[src/rtl/clken_gen.sv]
// Purpose : multi-channel programmable clock-enable generator; per-channel tick strobe and square wave.
// Latency : tick/clk_out are registered, so a terminal count shows up one clk after the edge that reaches it.
// Backpressure: cfg_ready = !pend[cfg_ch]; only one divisor update may be outstanding per channel.
// Ports   : clk/arst (async, active-high) | en (count enable), sync (phase restart)
//           cfg_valid/cfg_ready/cfg_ch/cfg_div (divisor update) | tick, clk_out (per-channel outputs)
module clken_gen #(
    parameter int          NCH       = 4,
    parameter int          W         = 16,
    parameter int unsigned RESET_DIV = 2,
    localparam int         CHW       = (NCH > 1) ? $clog2(NCH) : 1
) (
    input  logic           clk,
    input  logic           arst,
    input  logic           en,
    input  logic           sync,
    input  logic           cfg_valid,
    output logic           cfg_ready,
    input  logic [CHW-1:0] cfg_ch,
    input  logic [W-1:0]   cfg_div,
    output logic [NCH-1:0] tick,
    output logic [NCH-1:0] clk_out
);

    localparam logic [W-1:0] RST_DIV = W'(RESET_DIV);
    localparam logic [W-1:0] RST_CNT = (RESET_DIV == 0) ? '0 : W'(RESET_DIV - 1);

    logic [W-1:0]   div_q  [NCH];
    logic [W-1:0]   div_d  [NCH];
    logic [W-1:0]   nxt_q  [NCH];
    logic [W-1:0]   nxt_d  [NCH];
    logic [W-1:0]   cnt_q  [NCH];
    logic [W-1:0]   cnt_d  [NCH];
    logic [NCH-1:0] pend_q;
    logic [NCH-1:0] pend_d;
    logic [NCH-1:0] tick_q;
    logic [NCH-1:0] tick_d;
    logic [NCH-1:0] clk_out_q;
    logic [NCH-1:0] clk_out_d;

    // Counter reload for a divisor d: d-1, with d=0 (disabled) parking at 0.
    function automatic logic [W-1:0] load_val(input logic [W-1:0] d);
        return (d == '0) ? '0 : d - W'(1);
    endfunction

    // Out-of-range channel numbers match nothing, so they read as ready and are dropped.
    always_comb begin
        cfg_ready = 1'b1;
        for (int i = 0; i < NCH; i++) begin
            if (cfg_ch == CHW'(i)) begin
                cfg_ready = ~pend_q[i];
            end
        end
    end

    always_comb begin
        logic         hit;
        logic [W-1:0] new_div;
        hit     = 1'b0;
        new_div = '0;
        for (int i = 0; i < NCH; i++) begin
            div_d[i]     = div_q[i];
            nxt_d[i]     = nxt_q[i];
            cnt_d[i]     = cnt_q[i];
            pend_d[i]    = pend_q[i];
            tick_d[i]    = 1'b0;
            clk_out_d[i] = clk_out_q[i];

            // hit implies pend_q[i]==0, so a new write never collides with an apply below.
            hit = cfg_valid && cfg_ready && (cfg_ch == CHW'(i));

            if (sync) begin
                // A write landing with sync is treated as already pending, so it wins.
                new_div      = hit ? cfg_div : (pend_q[i] ? nxt_q[i] : div_q[i]);
                div_d[i]     = new_div;
                cnt_d[i]     = load_val(new_div);
                pend_d[i]    = 1'b0;
                clk_out_d[i] = 1'b0;
                if (hit) begin
                    nxt_d[i] = cfg_div;
                end
            end else begin
                if (div_q[i] == '0) begin
                    // Disabled channel: outputs parked; a pending divisor applies at once.
                    clk_out_d[i] = 1'b0;
                    cnt_d[i]     = '0;
                    if (pend_q[i]) begin
                        div_d[i]  = nxt_q[i];
                        cnt_d[i]  = load_val(nxt_q[i]);
                        pend_d[i] = 1'b0;
                    end
                end else if (en) begin
                    if (cnt_q[i] != '0) begin
                        cnt_d[i] = cnt_q[i] - W'(1);
                    end else begin
                        tick_d[i]    = 1'b1;
                        clk_out_d[i] = ~clk_out_q[i];
                        if (pend_q[i]) begin
                            div_d[i]  = nxt_q[i];
                            cnt_d[i]  = load_val(nxt_q[i]);
                            pend_d[i] = 1'b0;
                        end else begin
                            cnt_d[i] = load_val(div_q[i]);
                        end
                    end
                end
                if (hit) begin
                    nxt_d[i]  = cfg_div;
                    pend_d[i] = 1'b1;
                end
            end
        end
    end

    always_ff @(posedge clk or posedge arst) begin
        if (arst) begin
            for (int i = 0; i < NCH; i++) begin
                div_q[i] <= RST_DIV;
                nxt_q[i] <= RST_DIV;
                cnt_q[i] <= RST_CNT;
            end
            pend_q    <= '0;
            tick_q    <= '0;
            clk_out_q <= '0;
        end else begin
            for (int i = 0; i < NCH; i++) begin
                div_q[i] <= div_d[i];
                nxt_q[i] <= nxt_d[i];
                cnt_q[i] <= cnt_d[i];
            end
            pend_q    <= pend_d;
            tick_q    <= tick_d;
            clk_out_q <= clk_out_d;
        end
    end

    assign tick    = tick_q;
    assign clk_out = clk_out_q;

endmodule

[config.mk]
export PLATFORM = sky130hd
export DESIGN_NAME = clken_gen
export DESIGN_NICKNAME = d
export VERILOG_FILES = /design/src/rtl/clken_gen.sv
export SDC_FILE = /design/constraint.sdc
export NUM_CORES = 1
export LEC_CHECK = 0
export CORE_ASPECT_RATIO = 1.75
export CORE_MARGIN = 5
export CORE_UTILIZATION = 45
export DETAILED_ROUTE_END_ITERATION = 6
export SLEW_MARGIN = 25
export SYNTH_ARGS = -nofsm -noshare
export SYNTH_HDL_FRONTEND = slang
export SYNTH_SLANG_ARGS = --single-unit
[constraint.sdc]
create_clock -name clk -period 11.85 [get_ports clk]
set_clock_uncertainty 0.05 [all_clocks]
set_input_delay 1.7775 -clock clk [delete_from_list [all_inputs] [get_ports clk]]
set_output_delay 1.7775 -clock clk [all_outputs]
set_load 0.01 [all_outputs]
== Word level (Yosys, flattened, before mapping) ==
Cells that the tools add are included.

* Word-level logic and storage cells: 206
* Flip-flop bits (word level): 204
* Bits of input ports: 23
* Output and inout port bits: 9

* Add/sub/neg operators: 16
* Reduce and logical (&&, ||, !) cells: 38
* Multiplexer cells: 112
* Bitwise operators: 8
* Equal/unequal tests: 11

{| class="wikitable"
|+ Operator list
! cell !! number
|-
| $mux W16 || 56
|-
| $sub A16 B1 Y16 const B || 16
|-
| $logic_not A16 Y1 || 12
|-
| $reduce_bool A16 Y1 || 4
|-
| $mux W1 || 56
|-
| $ne A4 B4 Y1 const B || 4
|-
| $reduce_and A2 Y1 || 8
|-
| $reduce_bool A4 Y1 || 4
|-
| $ne A3 B3 Y1 const B || 4
|-
| $reduce_bool A3 Y1 || 4
|-
| $not A1 Y1 || 8
|-
| $logic_and A1 B1 Y1 || 5
|-
| $eq A2 B2 Y1 const B || 2
|-
| $eq A2 B1 Y1 const B || 1
|-
| $logic_not A2 Y1 || 1
|}

== Depth between registers and ports, before layout ==
Gate-level depths: netlist of the first run.

* Depth after elaboration: 11
* Gate-level depth with buffers: 15
* Mapped depth without buffers: 11

== Worst setup path before layout of the first run ==
No wires, ideal clock.

* Path kind: input -> register
* Start: input port cfg_ch[0]
* End: register cnt_q[46] in the netlist's numbering
* Path buffers: 4
* Library setup time: 0.083 ns
* Data required time: 11.717 ns
* Setup slack: 6.518 ns
* Arrival time: 5.199 ns
* Cell stages on the path: 14
* Cells stage by stage: buf_2 nor4bb_1 clkbuf_1 clkbuf_1 buf_1 nand2_1 o21a_1 ha_1 and4_1 a31o_2 nand4b_1 nand2_1 or4_1 o22ai_1

* Longest elaborated chain between the ends: 11
* Elaborated cells between the ends (all ways): 15
* Those cells by class: 1 x add/sub; 3 x eq/ne; 7 x mux; 4 x reduce/logical

{| class="wikitable"
|+ Ends and longest elaborated chain
! item !! line !! source
|-
| start: declaration || 18 || <nowiki>input logic [CHW-1:0] cfg_ch,</nowiki>
|-
| $logic_not A2 Y1 || 49 || <nowiki>if (cfg_ch == CHW'(i)) begin</nowiki>
|-
| $mux W1 (4 in series) || 49 ||
|-
| $logic_and A1 B1 Y1 || 69 || <nowiki>hit = cfg_valid && cfg_ready && (cfg_ch == CHW'(i));</nowiki>
|-
| $logic_and A1 B1 Y1 * || 69 ||
|-
| $mux W16 * || 73 || <nowiki>new_div = hit ? cfg_div : (pend_q[i] ? nxt_q[i] : div_q[i]);</nowiki>
|-
| $sub A16 B1 Y16 or $logic_not A16 Y1 (tied branches) || 42 || <nowiki>return (d == '0) ? '0 : d - W'(1);</nowiki>
|-
| $mux W16 * || 42 ||
|-
| $mux W16 * || 71 || <nowiki>if (sync) begin</nowiki>
|-
| end signal: indexed assignment || 128 || <nowiki>cnt_q[i] <= cnt_d[i];</nowiki>
|-
| end: declaration || 31 || <nowiki>logic [W-1:0] cnt_q [NCH];</nowiki>
|}

Every way passes the cells marked *; elsewhere a longest branch is shown, timed or not.
A chain may end at the register's enable or synchronous reset.

== Worst setup path in the final report of the first run ==
* Start: input port cfg_ch[1]
* End: register cnt_q[54] in the netlist's numbering

* Longest elaborated chain between the ends: 11
* Elaborated cells between the ends (all ways): 15
* Those cells by class: 1 x add/sub; 3 x eq/ne; 7 x mux; 4 x reduce/logical

{| class="wikitable"
|+ Ends and longest elaborated chain
! item !! line
|-
| $logic_not A2 Y1 || 49, 69
|-
| $mux W1 (4 in series) || 49
|-
| $logic_and A1 B1 Y1 || 69
|-
| $logic_and A1 B1 Y1 * || 69
|-
| $mux W16 * || 73
|-
| $sub A16 B1 Y16 or $logic_not A16 Y1 (tied branches) || 42
|-
| $mux W16 * || 42
|-
| $mux W16 * || 71
|}

Marked as above.

==> results by group, run 1 <==
Global routing
  – Antenna violations before repair: 0
  – Wire length of the first global-routing pass: 95000 µm
  – Global routing usage on met1: 33.4%
  – Largest net degree at the start of global routing: 86
  – Met3 track demand over resource in global routing: 3.11%
  – Total grt overflow: 0
  – Via count of the first global-routing pass: 16500
  – GRT Resource Usage Total: 28.6%
  – Global routing's busiest layer: met2
  – Global-route track usage on met2: 50.4%

Yosys
  – Post-synth EDFFs: 0
  – Synthesis Warnings: 0
  – Post-synth top area cell: sky130_fd_sc_hd__dfrtp_1
  – Average cell area after synthesis: 7.65 µm²
  – Area contributors post-synth: sky130_fd_sc_hd__dfrtp_1 (28%), sky130_fd_sc_hd__nand2_1 (7.2%), sky130_fd_sc_hd__xor2_1 (5.2%), sky130_fd_sc_hd__xnor2_1 (5.0%), sky130_fd_sc_hd__nor2_1 (4.8%)
  – Top-count cell post-synth: sky130_fd_sc_hd__nand2_1
  – Unique masters post-synth: 84
  – Gate count of the mapped netlist: 2214
  – Most used DFF post-synth: sky130_fd_sc_hd__dfrtp_1
  – Cell area after technology mapping: 16900 µm²
  – Synth Register Bits: 204
  – Commonest cells in the netlist: sky130_fd_sc_hd__nand2_1 (324), sky130_fd_sc_hd__nor2_1 (218), sky130_fd_sc_hd__dfrtp_1 (192)
  – Net count of the mapped netlist: 2265
  – Seq/Total Area, Yosys: 30.2%
  – Share of synthesized flip-flops with an asynchronous set or reset: 100%
  – Post-synth top area share: 28.4%

Job
  – Max cap viols: 0

Die
  – Height of the chip: 267 µm
  – Number of standard-cell rows in the floorplan: 94
  – Floorplan die area: 41800 µm²
  – Total I/O pin count: 32
  – Initial Utilization: 45.3%
  – Overall die width: 157 µm
  – Core Box Area: 37400 µm²

Routing
  – Final ANT Viol Nets: 0
  – Final routed DRC violation total: 0
  – Average via count per standard cell: 6.40
  – Total routed wirelength: 60900 µm
  – Via count: 16900
  – DR iter-0 viols: 1503
  – WL per Instance: 23.1 µm
  – Number of detailed-routing iterations run before antenna repair: 6

Timing
  – Unrepaired setup endpoints after global routing: false
  – Post-route setup TNS: 0 ns
  – Actual transition at the worst max-transition pin: 1.09 ns
  – Peak Freq: 171 MHz
  – Ratio of final minimum period to clock period: 49.2%
  – Number of endpoints failing setup at the final stage: 0
  – Max-slew violations: 0
  – Final Critical Period: 5.84 ns
  – Final critical-path setup slack: 6.01 ns
  – Final-report hold violation count: 0
  – Max_slew headroom: 27.0%

Worst setup path
  – Cell with the largest stage delay on the worst path: sky130_fd_sc_hd__or4b_1
  – Classification of the worst setup path: primary input to flip-flop
  – Worst EP required: 12.22 ns
  – Worst-path maximum fanout: 12
  – Series of cell instances along the critical path: clkdlybuf4s50_1 -> or4b_1 -> o21ai_0 -> ha_1 -> o21ai_0 -> a221o_1 -> or4b_1 -> o41ai_4 -> nor2_2 -> o32a_1
  – Data arrival time of the critical path: 6.21 ns
  – Startpoint type of the worst setup path: primary input
  – Delay contributed by the slowest stage of the critical path: 0.82 ns
  – Critical Path End Type: flip-flop

Clock network
  – Total of hold buffers inserted after clock tree synthesis: 0
  – Clock buffer depth: 3
  – TritonCTS Sinks: 204
  – Clk_lat worst skew: 0.54 ns
  – Total number of H-tree levels: 1
  – CTS resizes: 0
  – Buffer cell driving the clock tree root: sky130_fd_sc_hd__clkbuf_16
  – Clock transition at the register clock pins on the worst setup and hold paths after CTS: 0.06 ns
  – Post-CTS Setup Repair Bufs: 0
  – Number of buffers created by CTS: 23
  – Clock tree from TritonCTS: built

Place
  – Post-place setup slack: 5.57 ns
  – Count of port buffers added during placement: 31
  – Detailed placer's ending HPWL: 43900 µm
  – RePlAce Congestion: 0.983

Pwr
  – Total net switching power: 1.19 mW
  – Share of total power in sequential cells: 39.2%
  – Switching Share: 40.7%
  – Part of the power in the clock network: 25.9%
  – Leakage dissipation: 7.07 nW
  – Total power: 2.91 mW
  – Internal power contribution: 1.73 mW
  – Max VDD drop: 101 µV
  – Comb pwr share: 35.0%
  – Total power per unit cell area: 158 nW/µm²

Worst hold path
  – Type of the worst min-delay path: flip-flop to flip-flop

Final layout
  – Area grow syn2layout: 8.39%
  – Number of nets at the end of the flow: 2193
  – Fraction of final layout cells sized beyond drive strength 1: 6.77%
  – Total inserted antenna cells: 0

Outcome
  – Result of the run: finished clean
-- routing by layer --
metal | share of wire [%] | vias up
met3 | 5.3 | 222
met2 | 50 | 656
met4 | 6.6 | 0
met1 | 38 | 8133
met5 | 0 | -
li1 | - | 7861
-- worst paths after layout --
| path | startpoint | end | slack [ns] | depth (start not counted) |
|---|---|---|---|---|
| max in group asynchronous | arst | cnt_q[35]$_DFFE_PP0P_ | 8.18 | 4 |
| min | cnt_q[0]$_DFFE_PP1P_ | cnt_q[0]$_DFFE_PP1P_ | 0.46 | 2 |
| min in group asynchronous | arst | cnt_q[1]$_DFFE_PP0P_ | 1.71 | 2 |
| max reg2reg | pend_q[0]$_DFFE_PP0P_ | cnt_q[54]$_DFFE_PP0P_ | 7.37 | 10 |
| min reg2reg | cnt_q[0]$_DFFE_PP1P_ | cnt_q[0]$_DFFE_PP1P_ | 0.46 | 2 |
| max | cfg_ch[1] | cnt_q[54]$_DFFE_PP0P_ | 6.01 | 10 |
-- registers in the layout (all words and copies together), names as in the netlist --
signal,count
nxt_q,64
div_q,64
cnt_q,64
pend_q,4
clk_out,4
tick,4
-- logic make-up after synthesis --
kind of cell / after synthesis / synth area share (%)
AND/OR/NAND/NOR: 914 / 25.9
AO/OA/AOI/OAI: 579 / 22.3
buffers and inverters: 221 / 4.99
flip-flops: 204 / 30.2
XOR/XNOR: 196 / 10.1
multiplexers: 72 / 4.42
adder cells (fa/ha/maj): 28 / 2.07
-- area by class of cell --
type / count / area (µm²)
fillers: 3704 / 19000
multi-input cells: 1789 / 11100
flip-flops and latches: 204 / 5120
well taps: 480 / 601
inverters: 50 / 195
repair buffers: 74 / 629
clock inverters: 6 / 80.1
clock buffers: 34 / 677
-- worst max-delay path, delay by kind of cell --
kind	cells	cell delay (ns)
AOI/OAI and AO/OA	5	1.84
adders and majority gates	1	0.26
buffers and inverters	1	0.74
and+or+nand+nor	3	1.58
-- cell usage in the layout, fill, tap and decap left out, types with 24 or more instances in the layout --
cell / instances
sky130_fd_sc_hd__dfrtp_1: 190
sky130_fd_sc_hd__buf_4: 43
sky130_fd_sc_hd__inv_1: 47
sky130_fd_sc_hd__nor4_1: 45
sky130_fd_sc_hd__or3_1: 29
sky130_fd_sc_hd__xor2_1: 100
sky130_fd_sc_hd__xnor2_1: 96
sky130_fd_sc_hd__nor3_1: 78
sky130_fd_sc_hd__nand4_1: 24
sky130_fd_sc_hd__clkdlybuf4s50_1: 29
sky130_fd_sc_hd__o22ai_1: 61
sky130_fd_sc_hd__nand3_1: 55
sky130_fd_sc_hd__mux2i_1: 58
sky130_fd_sc_hd__o21a_1: 26
sky130_fd_sc_hd__ha_1: 28
sky130_fd_sc_hd__nor2_1: 218
sky130_fd_sc_hd__a21oi_1: 131
sky130_fd_sc_hd__nand2_1: 324
sky130_fd_sc_hd__o211ai_1: 24
sky130_fd_sc_hd__o21ai_0: 147
-- power by group through the flow --
stage,clock network [mW],logic (mW),registers (mW)
6_report,0.753,1.02,1.14
4_1_cts,0.766,1.01,1.13
2_1_floorplan,0,0.827,1.00
5_1_grt,0.789,1.12,1.17
3_5_place_dp,0,1.00,1.14
3_3_place_gp,0,0.989,1.14
-- per-stage QoR --
stage	util [%]	cell area, µm²	cells	hold WS [ns]
floorplan	-	16900	2214	0.431
global placement	47.0	17600	2597	0.450
detailed placement	47.0	17600	2597	0.456
CTS	49.0	18300	2637	0.464
global route	49.1	18400	2637	0.474
finish	49.1	18400	2637	0.462
Power figures use the tool's default switching activity.
==> run 2: changes to the inputs <==
==> constraint.sdc (replaced) <==
create_clock -name clk -period 5.4 [get_ports clk]
set_clock_uncertainty 0.05 [all_clocks]
set_input_delay 0.81 -clock clk [delete_from_list [all_inputs] [get_ports clk]]
set_output_delay 0.81 -clock clk [all_outputs]
set_load 0.01 [all_outputs]
==> results by group, run 2 (synthesis results as in run 1) <==
Routing
  – Final routed DRC violation total: 0 (unchanged)
  – DR iter-0 viols: 1407 (-6.4%)
  – Number of detailed-routing iterations run before antenna repair: 6 (unchanged)
  – Total routed wirelength: 63900 µm (+4.8%)
  – Average via count per standard cell: 6.32 (-1.2%)
  – WL per Instance: 24.0 µm (+3.7%)
  – Final ANT Viol Nets: 0 (unchanged)
  – Via count: 16900 (-0.089%)

Timing
  – Unrepaired setup endpoints after global routing: false
  – Final critical-path setup slack: 0.766 ns (-5.25 ns)
  – Max-slew violations: 0 (unchanged)
  – Actual transition at the worst max-transition pin: 1.03 ns (-0.0606 ns)
  – Ratio of final minimum period to clock period: 85.8%
  – Final-report hold violation count: 0 (unchanged)
  – Post-route setup TNS: 0 ns (unchanged)
  – Max_slew headroom: 31.4% (+4.4 points)
  – Peak Freq: 216 MHz
  – Final Critical Period: 4.63 ns
  – Number of endpoints failing setup at the final stage: 0 (unchanged)

Outcome
  – Result of the run: finished clean

Worst hold path
  – Beginning of the worst hold path: cnt_q[0]$_DFFE_PP1P_
  – Capture endpoint of the worst hold path: cnt_q[0]$_DFFE_PP1P_
  – Type of the worst min-delay path: flip-flop to flip-flop
  – Instance count along the most critical hold path: 2 (unchanged)

Pwr
  – Share of total power in sequential cells: 38.9% (-0.3 points)
  – Total power: 6.48 mW (+120%)
  – Internal power contribution: 3.78 mW (+120%)
  – Total power per unit cell area: 349 nW/µm² (+120%)
  – Max VDD drop: 264 µV (+160%)
  – Switching Share: 41.6% (+0.91 points)
  – Part of the power in the clock network: 25.3% (-0.6 points)
  – Total net switching power: 2.70 mW (+130%)
  – Comb pwr share: 35.8% (+0.8 points)
  – Leakage dissipation: 7.19 nW (+1.7%)

Final layout
  – Number of nets at the end of the flow: 2220 (+1.2%)
  – Total inserted antenna cells: 0 (unchanged)
  – Fillcell total: 3723 (+0.51%)
  – Area grow syn2layout: 9.54%
  – Area used by multi-input combinational logic: 11000 µm² (-0.12%)
  – Post-route core utilization: 49.6% (+0.52 points)
  – Top Registers: cnt_q (64), div_q (64), nxt_q (64)
  – Final Instance Count excl. Fillers: 2666 (+1.1%)
  – Fraction of final layout cells sized beyond drive strength 1: 8.05% (+1.3 points)
  – Top library cells by usage in the layout, fill and taps aside: sky130_fd_sc_hd__nand2_1 (324), sky130_fd_sc_hd__nor2_1 (218), sky130_fd_sc_hd__dfrtp_1 (190)
  – Most common cell after layout, fill and taps aside: sky130_fd_sc_hd__nand2_1
  – Area taken by flip-flops and latches: 5120 µm² (unchanged)

Global routing
  – Wire length of the first global-routing pass: 98800 µm (+4.0%)
  – Total grt overflow: 0 (unchanged)
  – Antenna violations before repair: 0 (unchanged)
  – Via count of the first global-routing pass: 16700 (+1.1%)
  – GRT Resource Usage Total: 30.1% (+1.5 points)
  – Largest net degree at the start of global routing: 157 (+83%)

Clock network
  – Clock transition at the register clock pins on the worst setup and hold paths after CTS: 0.07 ns (about the same)
  – Total of hold buffers inserted after clock tree synthesis: 0 (unchanged)
  – Clock buffer depth: 3 (unchanged)
  – Buffer cell driving the clock tree root: sky130_fd_sc_hd__clkbuf_16
  – Post-CTS Setup Repair Bufs: 0 (unchanged)
  – TritonCTS Sinks: 204 (unchanged)
  – Clk_lat worst skew: 0.55 ns (about the same)
  – Total number of H-tree levels: 1 (unchanged)
  – Clock tree from TritonCTS: built
  – Number of buffers created by CTS: 23 (unchanged)
  – CTS resizes: 0 (unchanged)

Die
  – Floorplan die area: 41800 µm² (unchanged)
  – Initial Utilization: 45.3% (unchanged)
  – Height of the chip: 267 µm (unchanged)
  – Core Box Area: 37400 µm² (unchanged)
  – Total I/O pin count: 32 (unchanged)
  – Overall die width: 157 µm (unchanged)
  – Number of standard-cell rows in the floorplan: 94 (unchanged)

Place
  – Detailed placer's ending HPWL: 47700 µm (+8.6%)
  – RePlAce Congestion: 0.971 (-1.2%)
  – Count of port buffers added during placement: 31 (unchanged)
  – Instance count after placement with tap cells included: 2624 (+1.0%)
  – Post-place setup slack: 0.277 ns (-5.29 ns)

Worst setup path
  – Worst-path maximum fanout: 11 (-1)
  – Worst EP required: 5.77 ns (-6.45 ns)
  – RR Startpoint: pend_q[0]$_DFFE_PP0P_
  – Classification of the worst setup path: primary input to flip-flop
  – Critical Path End Type: flip-flop
  – Critical R2R Capture: cnt_q[54]$_DFFE_PP0P_
  – Count of cells along the worst register-to-register path: 9 (-1)
  – Data arrival time of the critical path: 5.00 ns (-1.21 ns)
  – Startpoint type of the worst setup path: primary input
  – Register-to-register setup slack: 1.12 ns (-6.25 ns)

Job
  – Max cap viols: 0 (unchanged)
run 2: cell count changes in the layout (fill, tap and decap cells not counted), sizes merged:
cell,before,now
clkbuf,34,29
buf,45,72
clkinvlp,0,4
inv,48,49
clkinv,6,8
run 2: area by class of cell:
class | instances | area share (%)
Multi-Input combinational cell | 1789 | 59.5
Clock buffer | 29 | 3.38
Clock inverter | 13 | 0.701
Inverter | 50 | 1.03
Sequential cell | 204 | 27.6
Tap cell | 480 | 3.24
Timing Repair Buffer | 101 | 4.53
run 2: layer usage:
metal,GRT usage (%),vias to the layer above,part of all wire [%]
li1,-,7922,-
met2,53.2,628,50
met1,35.5,8106,39
met3,3.78,201,5.5
met5,0,-,0
met4,14.9,0,5.9
run 2: worst max-delay path by stage:
stage	from	end	slack (ns)	cells past startpoint
5_1_grt	cfg_valid	cnt_q[56]$_DFFE_PP0P_	0.65	10
6_report	cfg_valid	cnt_q[54]$_DFFE_PP0P_	0.77	10
4_1_cts	cfg_valid	cnt_q[54]$_DFFE_PP0P_	0.85	10
3_3_place_gp	cfg_valid	cnt_q[54]$_DFFE_PP0P_	0.36	10
2_1_floorplan	cfg_ch[0]	cnt_q[46]$_DFFE_PP0P_	1.04	14
3_5_place_dp	cfg_valid	cnt_q[54]$_DFFE_PP0P_	0.28	10
run 2: per-stage QoR:
| stage | hold WS [ns] | cell area, µm² |
|---|---|---|
| finish | 0.457 | 18600 |
| floorplan | 0.431 | 17000 |
| detailed placement | 0.451 | 17800 |
| global route | 0.498 | 18600 |
| CTS | 0.461 | 18500 |
| global placement | 0.457 | 17800 |
run 2: critical path: stages:
cell and delay (ns):
sky130_fd_sc_hd__clkdlybuf4s50_1 0.72, sky130_fd_sc_hd__or4b_1 0.50, sky130_fd_sc_hd__o21ai_0 0.47, sky130_fd_sc_hd__ha_1 0.30, sky130_fd_sc_hd__o21ai_0 0.13, sky130_fd_sc_hd__a221o_1 0.34
sky130_fd_sc_hd__or4b_1 0.64, sky130_fd_sc_hd__o41ai_4 0.66, sky130_fd_sc_hd__nor2_2 0.07, sky130_fd_sc_hd__o32a_1 0.36
run 2: power groups by stage:
| stage | clock network [mW] | logic (mW) | registers (mW) |
|---|---|---|---|
| global placement | 0 | 2.27 | 2.51 |
| finish | 1.64 | 2.32 | 2.52 |
| CTS | 1.67 | 2.30 | 2.50 |
| floorplan | 0 | 1.81 | 2.20 |
| global route | 1.72 | 2.54 | 2.57 |
| detailed placement | 0 | 2.29 | 2.52 |
==> run 3: changes to the inputs <==
--- a/config.mk
+++ b/config.mk
@@ -8,6 +8,7 @@
 export CORE_ASPECT_RATIO = 1.75
 export CORE_MARGIN = 5
 export CORE_UTILIZATION = 45
+export CTS_BUF_LIST = sky130_fd_sc_hd__clkbuf_16
 export DETAILED_ROUTE_END_ITERATION = 6
 export SLEW_MARGIN = 25
 export SYNTH_ARGS = -nofsm -noshare
==> results by group, run 3 (synthesis results as in run 1) <==
Outcome
  – Result of the run: finished clean

Clock network
  – CTS resizes: 0 (unchanged)
  – Clk_lat worst skew: 0.55 ns (about the same)
  – Total number of H-tree levels: 1 (unchanged)
  – Buffer cell driving the clock tree root: sky130_fd_sc_hd__clkbuf_16
  – Clock buffer depth: 3 (unchanged)
  – Number of buffers created by CTS: 23 (unchanged)
  – Clock tree from TritonCTS: built
  – TritonCTS Sinks: 204 (unchanged)
  – Post-CTS Setup Repair Bufs: 0 (unchanged)
  – Total of hold buffers inserted after clock tree synthesis: 0 (unchanged)
  – Clock transition at the register clock pins on the worst setup and hold paths after CTS: 0.07 ns (about the same)

Routing
  – Final routed DRC violation total: 0 (unchanged)
  – Average via count per standard cell: 6.32 (about the same)
  – Total routed wirelength: 63800 µm (-0.10%)
  – Via count: 16900 (-0.0059%)
  – DR iter-0 viols: 1458 (+3.6%)
  – Number of detailed-routing iterations run before antenna repair: 6 (unchanged)
  – Final ANT Viol Nets: 0 (unchanged)
  – WL per Instance: 23.9 µm (-0.14%)

Global routing
  – Largest net degree at the start of global routing: 157 (unchanged)
  – GRT Resource Usage Total: 30.1% (about the same)
  – Via count of the first global-routing pass: 16700 (-0.060%)
  – Total grt overflow: 0 (unchanged)
  – Antenna violations before repair: 0 (unchanged)
  – Wire length of the first global-routing pass: 98800 µm (about the same)

Place
  – Count of port buffers added during placement: 31 (unchanged)
  – RePlAce Congestion: 0.971 (unchanged)
  – Detailed placer's ending HPWL: 47700 µm (unchanged)
  – Instance count after placement with tap cells included: 2624 (unchanged)

Pwr
  – Leakage dissipation: 7.19 nW (about the same)
  – Comb pwr share: 36.1% (+0.3 points)
  – Total power per unit cell area: 347 nW/µm² (-0.69%)
  – Total power: 6.43 mW (-0.84%)
  – Share of total power in sequential cells: 39.2% (+0.3 points)
  – Switching Share: 41.9% (+0.27 points)
  – Internal power contribution: 3.74 mW (-1.3%)
  – Part of the power in the clock network: 24.7% (-0.6 points)
  – Max VDD drop: 264 µV (about the same)
  – Total net switching power: 2.69 mW (-0.21%)

Timing
  – Max_slew headroom: 32.6% (+1.2 points)
  – Actual transition at the worst max-transition pin: 1.01 ns (-0.0179 ns)
  – Ratio of final minimum period to clock period: 86.0% (+0.13 points)
  – Max-slew violations: 0 (unchanged)
  – Peak Freq: 215 MHz (-0.15%)
  – Final-report hold violation count: 0 (unchanged)
  – Post-route setup TNS: 0 ns (unchanged)
  – Number of endpoints failing setup at the final stage: 0 (unchanged)
  – Unrepaired setup endpoints after global routing: false
  – Final Critical Period: 4.64 ns (+0.00709 ns)

Worst setup path
  – Worst EP required: 5.77 ns (about the same)
  – Data arrival time of the critical path: 5.01 ns (about the same)
  – Worst-path maximum fanout: 11 (unchanged)
  – RR Startpoint: pend_q[0]$_DFFE_PP0P_
  – Classification of the worst setup path: primary input to flip-flop
  – Critical Path Start: cfg_valid
  – Register-to-register setup slack: 1.13 ns (about the same)
  – Startpoint type of the worst setup path: primary input
  – Critical Path End Type: flip-flop

Final layout
  – Top Registers: cnt_q (64), div_q (64), nxt_q (64)
  – Top library cells by usage in the layout, fill and taps aside: sky130_fd_sc_hd__nand2_1 (324), sky130_fd_sc_hd__nor2_1 (218), sky130_fd_sc_hd__dfrtp_1 (190)
  – Post-route core utilization: 49.6% (-0.074 points)
  – Most common cell after layout, fill and taps aside: sky130_fd_sc_hd__nand2_1
  – Final Instance Count excl. Fillers: 2667 (+0.038%)
  – Area used by multi-input combinational logic: 11000 µm² (unchanged)
  – Area grow syn2layout: 9.38%
  – Fillcell total: 3727 (+0.11%)
  – Area taken by flip-flops and latches: 5120 µm² (unchanged)
  – Fraction of final layout cells sized beyond drive strength 1: 7.91% (-0.14 points)
  – Number of nets at the end of the flow: 2220 (unchanged)

Die
  – Floorplan die area: 41800 µm² (unchanged)
  – Overall die width: 157 µm (unchanged)
  – Height of the chip: 267 µm (unchanged)
  – Number of standard-cell rows in the floorplan: 94 (unchanged)
  – Total I/O pin count: 32 (unchanged)
  – Core Box Area: 37400 µm² (unchanged)
  – Initial Utilization: 45.3% (unchanged)

Worst hold path
  – Beginning of the worst hold path: cnt_q[0]$_DFFE_PP1P_
  – Type of the worst min-delay path: flip-flop to flip-flop

Job
  – Max cap viols: 0 (unchanged)
[run 3: area by class of cell]
type	count	area share (%)
multi-input combinational	1789	59.6
sequential	204	27.6
timing repair buffer	101	4.54
tap	480	3.24
clock buffer	23	3.11
inverter	50	1.03
clock inverter	19	0.824
antenna	1	0.0135
[run 3: worst paths after layout]
check | to | depth (start not counted)
worst max-delay path | cnt_q[54]$_DFFE_PP0P_ | 10
worst min-delay path | cnt_q[0]$_DFFE_PP1P_ | 2
worst max register to register | cnt_q[54]$_DFFE_PP0P_ | 9
worst min register to register | cnt_q[0]$_DFFE_PP1P_ | 2
max in group asynchronous | pend_q[2]$_DFFE_PP0P_ | 3
min in group asynchronous | cnt_q[61]$_DFFE_PP0P_ | 2
[run 3: worst max-delay path: stages]
cell	delay (ns)
sky130_fd_sc_hd__clkdlybuf4s50_1	0.73
sky130_fd_sc_hd__or4b_1	0.50
sky130_fd_sc_hd__o21ai_0	0.45
sky130_fd_sc_hd__ha_1	0.30
sky130_fd_sc_hd__o21ai_0	0.12
sky130_fd_sc_hd__a221o_1	0.34
sky130_fd_sc_hd__or4b_1	0.65
sky130_fd_sc_hd__o41ai_4	0.67
sky130_fd_sc_hd__nor2_2	0.07
sky130_fd_sc_hd__o32a_1	0.36
[run 3: per-stage QoR]
step | worst slack [ns] | hold WS [ns] | instance area, µm²
after global routing | 0.651 | 0.498 | 18500
after detailed placement | 0.277 | 0.451 | 17800
after floorplan | 1.04 | 0.431 | 17000
after global placement | 0.356 | 0.457 | 17800
final | 0.759 | 0.457 | 18500
after CTS | 0.850 | 0.461 | 18500
[run 3: per-layer routing]
metal  share of wire (%)  up-vias  track usage (%)  routed length, µm
met5                   0        -                0                  0
met1                  39     8065             35.5              24700
li1                    -     7932                -                  -
met3                 5.4      204             3.75               3440
met4                 6.1        0             14.7               3880
met2                  50      655             53.3              31800
[run 3: power groups by stage]
stage,clock network [mW],logic (mW),registers [mW]
floorplan,0,1.81,2.20
global placement,0,2.27,2.51
detailed placement,0,2.29,2.52
CTS,1.61,2.30,2.50
global route,1.67,2.54,2.57
finish,1.59,2.32,2.52
